--- src/rtl/exe_stage_md.sv ---
// Execute stage with a multi-cycle multiply/divide unit, HI/LO registers, store byte-enables
// and a forwarding bus that reports whether the forwarded value is already final.
module exe_stage_md #(
  parameter int unsigned DATA_W  = 32,
  parameter int unsigned MUL_LAT = 2,
  parameter int unsigned PC_W    = 32
) (
  input  logic                clk,
  input  logic                resetn,
  input  logic                ds_to_es_valid,
  output logic                es_allowin,
  input  logic [3:0]          in_md_op,
  input  logic [DATA_W-1:0]   in_src1,
  input  logic [DATA_W-1:0]   in_src2,
  input  logic [DATA_W-1:0]   in_alu_result,
  input  logic                in_load_op,
  input  logic                in_mem_we,
  input  logic [1:0]          in_mem_size,
  input  logic                in_gr_we,
  input  logic [4:0]          in_dest,
  input  logic [PC_W-1:0]     in_pc,
  input  logic                ms_allowin,
  output logic                es_to_ms_valid,
  output logic                es_res_from_mem,
  output logic                es_gr_we,
  output logic [4:0]          es_dest,
  output logic [DATA_W-1:0]   es_result,
  output logic [PC_W-1:0]     es_pc,
  output logic                data_sram_en,
  output logic [DATA_W/8-1:0] data_sram_wen,
  output logic [DATA_W-1:0]   data_sram_addr,
  output logic [DATA_W-1:0]   data_sram_wdata,
  output logic                fwd_valid,
  output logic [4:0]          fwd_dest,
  output logic [DATA_W-1:0]   fwd_data,
  output logic                fwd_ready
);

  localparam int unsigned NB      = DATA_W / 8;
  localparam int unsigned NH      = DATA_W / 16;
  localparam int unsigned AW      = $clog2(NB);
  localparam int unsigned CNT_MAX = (DATA_W > MUL_LAT) ? DATA_W : MUL_LAT;
  localparam int unsigned CW      = $clog2(CNT_MAX + 1);

  typedef enum logic [1:0] {StIdle, StMul, StDiv, StDone} state_e;

  logic                r_es_valid;
  logic [3:0]          r_md_op;
  logic [DATA_W-1:0]   r_src1, r_src2, r_alu_result;
  logic                r_load_op, r_mem_we, r_gr_we;
  logic [1:0]          r_mem_size;
  logic [4:0]          r_dest;
  logic [PC_W-1:0]     r_pc;
  logic [DATA_W-1:0]   r_hi, r_lo, r_rem, r_quo;
  state_e              r_state;
  logic [CW-1:0]       r_cnt;

  logic [3:0]          w_op_in;
  logic                w_in_mul, w_in_div, w_is_md, w_ready_go, w_accept, w_leave;
  logic                w_mul_sgn, w_div_sgn, w_q_neg, w_r_neg, w_q_bit;
  logic [DATA_W-1:0]   w_dvd_abs, w_dvs_abs, w_rem_nx, w_quo_nx, w_div_hi, w_div_lo;
  logic [DATA_W:0]     w_rem_sh, w_sub;
  logic [2*DATA_W-1:0] w_mul_a, w_mul_b, w_prod;
  logic [AW-1:0]       w_a;

  assign w_op_in    = (in_md_op > 4'd8) ? 4'd0 : in_md_op;
  assign w_in_mul   = (w_op_in == 4'd1) || (w_op_in == 4'd2);
  assign w_in_div   = (w_op_in == 4'd3) || (w_op_in == 4'd4);
  assign w_is_md    = (r_md_op != 4'd0) && (r_md_op <= 4'd4);
  assign w_ready_go = !w_is_md || (r_state == StDone);
  assign es_allowin = resetn & (!r_es_valid | (w_ready_go & ms_allowin));
  assign w_accept   = ds_to_es_valid & es_allowin;
  assign w_leave    = es_to_ms_valid & ms_allowin;

  // Multiply: extend to 2*DATA_W so one truncated product covers signed and unsigned.
  assign w_mul_sgn = (r_md_op == 4'd1);
  assign w_mul_a   = {{DATA_W{w_mul_sgn & r_src1[DATA_W-1]}}, r_src1};
  assign w_mul_b   = {{DATA_W{w_mul_sgn & r_src2[DATA_W-1]}}, r_src2};
  assign w_prod    = w_mul_a * w_mul_b;

  // Restoring divide on magnitudes; signs are reapplied when the result is written.
  assign w_dvd_abs = ((w_op_in == 4'd3) && in_src1[DATA_W-1]) ? -in_src1 : in_src1;
  assign w_div_sgn = (r_md_op == 4'd3);
  assign w_dvs_abs = (w_div_sgn && r_src2[DATA_W-1]) ? -r_src2 : r_src2;
  assign w_rem_sh  = {r_rem, r_quo[DATA_W-1]};
  assign w_sub     = w_rem_sh - {1'b0, w_dvs_abs};
  assign w_q_bit   = !w_sub[DATA_W];
  assign w_rem_nx  = w_q_bit ? w_sub[DATA_W-1:0] : w_rem_sh[DATA_W-1:0];
  assign w_quo_nx  = {r_quo[DATA_W-2:0], w_q_bit};
  assign w_q_neg   = w_div_sgn & (r_src1[DATA_W-1] ^ r_src2[DATA_W-1]);
  assign w_r_neg   = w_div_sgn & r_src1[DATA_W-1];
  assign w_div_lo  = (r_src2 == '0) ? '1     : (w_q_neg ? -w_quo_nx : w_quo_nx);
  assign w_div_hi  = (r_src2 == '0) ? r_src1 : (w_r_neg ? -w_rem_nx : w_rem_nx);

  always_ff @(posedge clk) begin
    if (!resetn) begin
      r_state <= StIdle;
      r_cnt   <= '0;
      r_hi    <= '0;
      r_lo    <= '0;
      r_rem   <= '0;
      r_quo   <= '0;
    end else begin
      if (w_accept && w_in_mul) begin
        r_state <= StMul;
        r_cnt   <= '0;
      end else if (w_accept && w_in_div) begin
        r_state <= StDiv;
        r_cnt   <= '0;
        r_rem   <= '0;
        r_quo   <= w_dvd_abs;
      end else begin
        case (r_state)
          StMul: begin
            if (r_cnt == CW'(MUL_LAT - 1)) begin
              r_state      <= StDone;
              {r_hi, r_lo} <= w_prod;
            end else begin
              r_cnt <= r_cnt + CW'(1);
            end
          end
          StDiv: begin
            r_rem <= w_rem_nx;
            r_quo <= w_quo_nx;
            if (r_cnt == CW'(DATA_W - 1)) begin
              r_state <= StDone;
              r_hi    <= w_div_hi;
              r_lo    <= w_div_lo;
            end else begin
              r_cnt <= r_cnt + CW'(1);
            end
          end
          StDone:  if (ms_allowin) r_state <= StIdle;
          default: ;
        endcase
      end
      if (w_leave && (r_md_op == 4'd7)) r_hi <= r_src1;
      if (w_leave && (r_md_op == 4'd8)) r_lo <= r_src1;
    end
  end

  always_ff @(posedge clk) begin
    if (!resetn) begin
      r_es_valid   <= 1'b0;
      r_md_op      <= '0;
      r_src1       <= '0;
      r_src2       <= '0;
      r_alu_result <= '0;
      r_load_op    <= 1'b0;
      r_mem_we     <= 1'b0;
      r_mem_size   <= '0;
      r_gr_we      <= 1'b0;
      r_dest       <= '0;
      r_pc         <= '0;
    end else if (w_accept) begin
      r_es_valid   <= 1'b1;
      r_md_op      <= w_op_in;
      r_src1       <= in_src1;
      r_src2       <= in_src2;
      r_alu_result <= in_alu_result;
      r_load_op    <= in_load_op;
      r_mem_we     <= in_mem_we;
      r_mem_size   <= in_mem_size;
      r_gr_we      <= in_gr_we;
      r_dest       <= in_dest;
      r_pc         <= in_pc;
    end else if (w_leave) begin
      r_es_valid <= 1'b0;
    end
  end

  assign es_to_ms_valid  = r_es_valid & w_ready_go;
  assign es_res_from_mem = r_load_op;
  assign es_gr_we        = r_gr_we;
  assign es_dest         = r_dest;
  assign es_pc           = r_pc;

  always_comb begin
    case (r_md_op)
      4'd5:    es_result = r_hi;
      4'd6:    es_result = r_lo;
      default: es_result = r_alu_result;
    endcase
  end

  assign data_sram_en   = 1'b1;
  assign data_sram_addr = r_alu_result;
  assign w_a            = r_alu_result[AW-1:0];

  always_comb begin
    data_sram_wen   = '0;
    data_sram_wdata = r_src2;
    case (r_mem_size)
      2'd0: begin
        data_sram_wen   = NB'(1) << w_a;
        data_sram_wdata = {NB{r_src2[7:0]}};
      end
      2'd1: begin
        if (!w_a[0]) data_sram_wen = NB'(3) << w_a;
        data_sram_wdata = {NH{r_src2[15:0]}};
      end
      default: if (w_a == '0) data_sram_wen = '1;
    endcase
    if (!(r_es_valid && r_mem_we)) data_sram_wen = '0;
  end

  assign fwd_valid = r_es_valid & r_gr_we & (r_dest != 5'd0);
  assign fwd_dest  = r_dest;
  assign fwd_data  = es_result;
  assign fwd_ready = r_es_valid & !r_load_op & !w_is_md;

endmodule

--- config.mk ---
export PLATFORM = sky130hd
export DESIGN_NAME = exe_stage_md
export DESIGN_NICKNAME = d
export VERILOG_FILES = /design/src/rtl/exe_stage_md.sv
export SDC_FILE = /design/constraint.sdc
export NUM_CORES = 2
export LEC_CHECK = 0
export ABC_AREA = 0
export BUFFER_PORTS_ARGS = -buffer_cell sky130_fd_sc_hd__buf_2
export CORE_MARGIN = 5
export CORE_UTILIZATION = 40
export DETAILED_ROUTE_END_ITERATION = 7
export SYNTH_ARGS = -nofsm -noshare
export SYNTH_HDL_FRONTEND = slang
export SYNTH_SLANG_ARGS = --single-unit
--- constraint.sdc ---
create_clock -name clk -period 18.25 [get_ports clk]
set_input_delay 3.65 -clock clk [delete_from_list [all_inputs] [get_ports clk]]
set_output_delay 3.65 -clock clk [all_outputs]
set_load 0.02 [all_outputs]
# Yosys cells after proc, flatten, opt, wreduce, memory -nomap -nowiden
# Cells that the tools add are included.
[totals]
reg_bits = 279
in_bits = 146
elab_cells = 154
[op_classes]
bitwise_logic = 17
n_addsub = 6
shift = 2
mul = 1
reduce_logical = 35
n_eq_ne = 32
magnitude_cmp = 2
mux = 41
[ops]
columns = ["operator", "n"]
rows = [
  ["32-bit 2-to-1 mux", 21],
  ["32-bit case mux with 2 select lines", 4],
  ["32-bit negator", 4],
  ["33-bit by 33-bit multiplier with 64-bit output", 1],
  ["33-bit by 32-bit subtractor with 33-bit output", 1],
  ["32-bit logical NOT", 1],
  ["3-bit != test (second input constant)", 6],
  ["4-bit by 3-bit == test with 1-bit output (second input constant)", 4],
  ["4-bit 2-to-1 mux", 4],
  ["1-bit AND", 13],
  ["4-bit by 2-bit == test with 1-bit output (second input constant)", 3],
  ["6-bit 2-to-1 mux", 2],
  ["6-bit case mux with 2 select lines", 1],
  ["5-bit AND reduction", 2],
  ["5-bit nonzero test", 2],
  ["4-bit by 1-bit == test with 1-bit output (second input constant)", 2],
  ["1-bit logical AND", 8],
  ["2-bit 2-to-1 mux", 4],
  ["2-bit by 1-bit != test with 1-bit output (second input constant)", 4],
  ["4-bit != test (second input constant)", 2],
  ["4-bit case mux with 2 select lines", 1],
  ["4-bit AND reduction", 2],
  ["4-bit nonzero test", 2],
  ["6-bit by 1-bit adder with 6-bit output (second input constant)", 1],
  ["other kinds (26)", 41],
]

# Longest topological paths before layout
[logic_depth]
ltp_word = 13
mapped_depth = 33
mapped_depth_nobuf = 31

# Worst setup path after synthesis
# OpenSTA, ideal clock, no wires.
[synth_timing]
path_type = "register to register"
startpoint = "reg r_md_op[1]"
endpoint = "reg r_hi[31]"
path_buffers = 3
stages_incl_launch_ff = 32
t_arrival_ps = 8270
t_required_ps = 18138
setup_slack_ps = 9868
cell_sequence = "dfxtp_1 -> buf_2 -> nor4b_1 -> and2_1 -> clkbuf_1 -> nand2_1 -> inv_1 -> fa_1 -> fa_1 -> fa_1 -> fa_1 -> inv_1 -> fa_1 -> inv_1 -> fa_1 -> inv_1 -> fa_1 -> fa_1 -> inv_1 -> ha_1 -> clkbuf_1 -> a21o_1 -> a21o_1 -> a21oi_1 -> o21bai_1 -> a21oi_1 -> o21bai_1 -> a21o_1 -> a21oi_1 -> a21oi_1 -> xnor2_1 -> a2111oi_1"
[synth_via]
elab_chain_cells = 13
word_cells_on_any_way = 40
classes_between = "add/sub: 2; mul: 1; order compare: 1; eq/ne: 7; mux: 10; bitwise: 9; reduce/logical: 10"
[synth_rtl]
columns = ["element", "line", "source"]
rows = [
  ["start: declaration", "48", "logic [3:0] r_md_op;"],
  ["start signal: assignment", "157", "r_md_op <= w_op_in;"],
  ["4-bit by 2-bit == test with 1-bit output", "83", "assign w_div_sgn = (r_md_op == 4'd3);"],
  ["1-bit logical AND", "84", "assign w_dvs_abs = (w_div_sgn && r_src2[DATA_W-1]) ? -r_src2 : r_src2;"],
  ["32-bit 2-to-1 mux", "84", ""],
  ["33-bit by 32-bit subtractor with 33-bit output", "86", "assign w_sub = w_rem_sh - {1'b0, w_dvs_abs};"],
  ["32-bit 2-to-1 mux", "88", "assign w_rem_nx = w_q_bit ? w_sub[DATA_W-1:0] : w_rem_sh[DATA_W-1:0];"],
  ["32-bit negator", "93", "assign w_div_hi = (r_src2 == '0) ? r_src1 : (w_r_neg ? -w_rem_nx : w_rem_nx);"],
  ["32-bit 2-to-1 mux (2 in a row)", "93", ""],
  ["32-bit 2-to-1 mux", "125", "if (r_cnt == CW'(DATA_W - 1)) begin"],
  ["32-bit case mux with 2 select lines", "113", "case (r_state)"],
  ["32-bit 2-to-1 mux", "107", "end else if (w_accept && w_in_div) begin"],
  ["32-bit 2-to-1 mux", "104", "if (w_accept && w_in_mul) begin"],
  ["32-bit 2-to-1 mux", "137", "if (w_leave && (r_md_op == 4'd7)) r_hi <= r_src1;"],
  ["end signal: assignment", "117", "{r_hi, r_lo} <= w_prod;"],
  ["end signal: assignment", "127", "r_hi <= w_div_hi;"],
  ["end signal: assignment", "137", ""],
  ["end: declaration", "54", "logic [DATA_W-1:0] r_hi, r_lo, r_rem, r_quo;"],
]
# Several ways; a longest one is shown, not always the timed one. The select of a mux whose other input is x is not followed.
# A chain may end at the register's enable or synchronous reset.

# Final worst setup path
[layout_timing]
startpoint = "reg r_md_op[0]"
endpoint = "reg r_hi[27]"
# The elaborated chain is that of the path after synthesis.

==> reports/qor.txt <==
post-synthesis average cell area - 8.36 sq um
TritonCTS clock tree - built
met1 wire length - 83200 microns
Post-CTS Hold Buffers - 0
Synth Warn # - 0
CP max-delay cell - fa_1
core area - 140000 sq um
Site Rows - 137
post-CTS resize count - 0
Rel. slew slack - 24.5%
crit path launch type - flop
final cell count without fillers - 8617
# IOs - 327
fin. max-slew vios - 0
via count - 48100
Hold Crit Class - reg2reg
Final nets - 8242
critical path endpoint category - flop
Synth Instances - 6752
clock skew - 34.3 ps
Die H - 386 microns
hold_sp - es_pc[5]$_SDFFE_PN0P_
antenna violations before repair - 13
sequential area share after synthesis - 9.90%
CTS Sinks - 279
worst slack, placed - 8180 ps
leakage - 27.6 nW
count of cell types in the netlist - 104
dpl cell area - 59200 sq um
CTS root buffer - clkbuf_16
port bufs - 325
Setup Crit Path Kind - reg2reg
max layer used - met5
CP peak stage delay - 910 ps
endpoint with the worst hold slack - es_pc[5]$_SDFFE_PN0P_
vias in the first global route - 49200
worst hold path cell count - 2
GPL Wtd Cong - 0.987
CP Max Fanout - 43
R2R Path Start - r_md_op[0]$_SDFFE_PN0P_
number of H-tree levels - 2
DR WL met3 - 17000 microns
area of the mapped netlist - 56400 sq um
worst skew pair latency - 580 ps
largest net degree at the start of global routing - 135
result of the run - completed
Inst Count DP - 8556
TNS Setup - 0 ps
DPL Wire Length - 156000 microns
Syn-to-layout area delta - 6.96%
peak supply drop - 0.0000846 V
Max Root-Sink Buffers - 3
ys flop type - dfxtp_1
Tot GR Track Use - 27.2%
Period Utilization, post-route - 56.1%
Fmax - 97.7 MHz
first-pass GRT wire length - 308000 microns
CTS Buf Count - 34
reg-to-reg endpoint - r_hi[27]$_SDFFE_PN0P_
clk slew on worst S/H paths - 70 ps
Max Cap Viol - 0
EDFF count, synth - 0
RSZ-0062 raised after global routing - no
R2R depth - 30
final setup fails - 0
final hold violation count - 0
met2 wire length - 93700 microns
DRT Pass-1 Iters - 5
Post-synth ARST share - 0%
Setup WS post-layout - 8020 ps
syn_nets - 8278
design area - 60300 sq um
WP data arrival - 10680 ps
Initial Utilization - 40.3%
Setup Fix Bufs, Post-CTS - 0
Routed WL per cell - 23.6 microns
DRC - 0
die width - 386 microns
#FFs+latches synth - 279
gr ovfl total - 0
share of cells above drive strength 1 - 8.76%
Detailed Route Iter0 Violations - 4063
Worst EP required - 18700 ps
remaining antenna violation count - 0
r2r setup slk - 8020 ps
Tightest Pin Transition - 1130 ps
Die Footprint - 149000 sq um
most frequent CP cell - fa_1
crit path time final - 10230 ps
PwrDens - 68.0 nW/um^2
routed wire length - 203000 microns
Vias per Instance - 5.58
cell usage after synthesis (16+ instances only):
master | count | area, sq um
nand2_1 | 1206 | 4530
buf_4 | 46 | 345
nor3_1 | 56 | 280
clkbuf_1 | 395 | 1480
o211ai_1 | 36 | 270
dfxtp_1 | 279 | 5590
inv_1 | 1171 | 4400
or3_1 | 23 | 144
ha_1 | 254 | 3180
nand3_1 | 169 | 846
xor2_1 | 69 | 604
and3_1 | 50 | 313
nand2b_1 | 46 | 288
mux2_2 | 16 | 180
o22ai_1 | 48 | 300
o221ai_1 | 34 | 298
xnor2_1 | 134 | 1170
nor2_1 | 255 | 957
a31oi_1 | 27 | 169
nand4_1 | 31 | 194
nor4_1 | 18 | 113
a211oi_1 | 25 | 188
a21oi_1 | 249 | 1250
buf_1 | 52 | 195
a21o_1 | 83 | 623
o21ai_0 | 147 | 736
and2_1 | 301 | 1880
or2_2 | 18 | 113
mux2i_1 | 30 | 300
fa_1 | 1126 | 22500
o31ai_1 | 65 | 488
power breakdown:
part	leakage, nW	internal (mW)	switching, mW
combinational	24.8	0.829	1.69
clock	0.538	0.406	0.320
sequential	2.29	0.705	0.158
total	27.6	1.94	2.16
worst max-delay path by stage:
stage	start	to	slack [ps]	depth (start not counted)
after global placement	r_md_op[0]$_SDFFE_PN0P_	r_hi[31]$_SDFFE_PN0P_	8410	28
after floorplan	r_md_op[1]$_SDFFE_PN0P_	r_hi[31]$_SDFFE_PN0P_	9870	31
after detailed placement	r_md_op[0]$_SDFFE_PN0P_	r_hi[27]$_SDFFE_PN0P_	8180	30
after global routing	r_md_op[0]$_SDFFE_PN0P_	r_hi[31]$_SDFFE_PN0P_	7460	32
final	r_md_op[0]$_SDFFE_PN0P_	r_hi[27]$_SDFFE_PN0P_	8020	30
after CTS	r_md_op[0]$_SDFFE_PN0P_	r_hi[27]$_SDFFE_PN0P_	8130	30
cell usage in the layout (no fill, tap or decap), types with 34 or more instances in the layout:
cell	n
nand3_1	168
nor3_1	55
o21ai_0	147
xor2_1	69
dfxtp_1	258
ha_1	253
buf_4	114
and2_1	301
o221ai_1	34
o211ai_1	36
clkbuf_16	35
nor2_1	253
xnor2_1	134
fa_1	1126
inv_1	1170
a21o_1	83
nand2b_1	46
a21oi_1	249
o22ai_1	48
o31ai_1	65
buf_2	324
and3_1	49
nand2_1	1206
kinds of logic (layout without fill, tap and decap cells):
kind of cell,Yosys count,after routing,share of synthesized area (%)
AO/OA/AOI/OAI,905,905,10.6
AND/OR/NAND/NOR,2252,2252,18.3
buffers and inverters,1685,1671,11.6
multiplexers,47,47,0.872
other,1,4,0.00665
adder cells (fa/ha/maj),1380,1380,45.6
flip-flops,279,279,9.90
XOR/XNOR,203,203,3.15
per-stage QoR:
| stage | hold slack, ps | power (mW) | utilization [%] |
|---|---|---|---|
| floorplan | 434 | 2.41 | - |
| global placement | 438 | 3.31 | 42.3 |
| detailed placement | 441 | 3.34 | 42.3 |
| CTS | 451 | 4.07 | 43.1 |
| global route | 478 | 4.35 | 43.1 |
| finish | 449 | 4.10 | 43.1 |
layout make-up:
type	count	area (sq um)
Inverter	1173	4400
Multi-Input combinational cell	4788	44400
Clock inverter	16	191
Antenna cell	3	7.51
Fill cell	14200	79500
Tap cell	1876	2350
Timing Repair Buffer	440	2510
Clock buffer	42	922
Sequential cell	279	5610
sequential cells by signal, indices dropped and copies added (netlist names):
register         cells
r_lo                32
r_mem_size           2
es_pc               32
r_quo               32
r_hi                32
r_mem_we             1
data_sram_addr      32
r_es_valid           1
es_gr_we             1
r_md_op              4
r_cnt                6
es_dest              5
r_rem               32
r_src2              32
r_src1              32
es_res_from_mem      1
r_state              2
critical path: cells and delay by family (launching register included):
kind,cells,cell delay [ps]
buffers and inverters,9,1860
AO/OA/AOI/OAI,8,1850
flip-flops,1,310
AND/OR/NAND/NOR,4,1320
adder cells (fa/ha/maj),9,4700
metal layers:
| metal | up-vias | GRT usage, % |
|---|---|---|
| met2 | 2109 | 44.5 |
| met4 | 8 | 9.94 |
| met5 | - | 0 |
| li1 | 20800 | - |
| met1 | 24700 | 36.6 |
| met3 | 369 | 4.32 |
No activity file was read; power rests on OpenSTA's default activity.
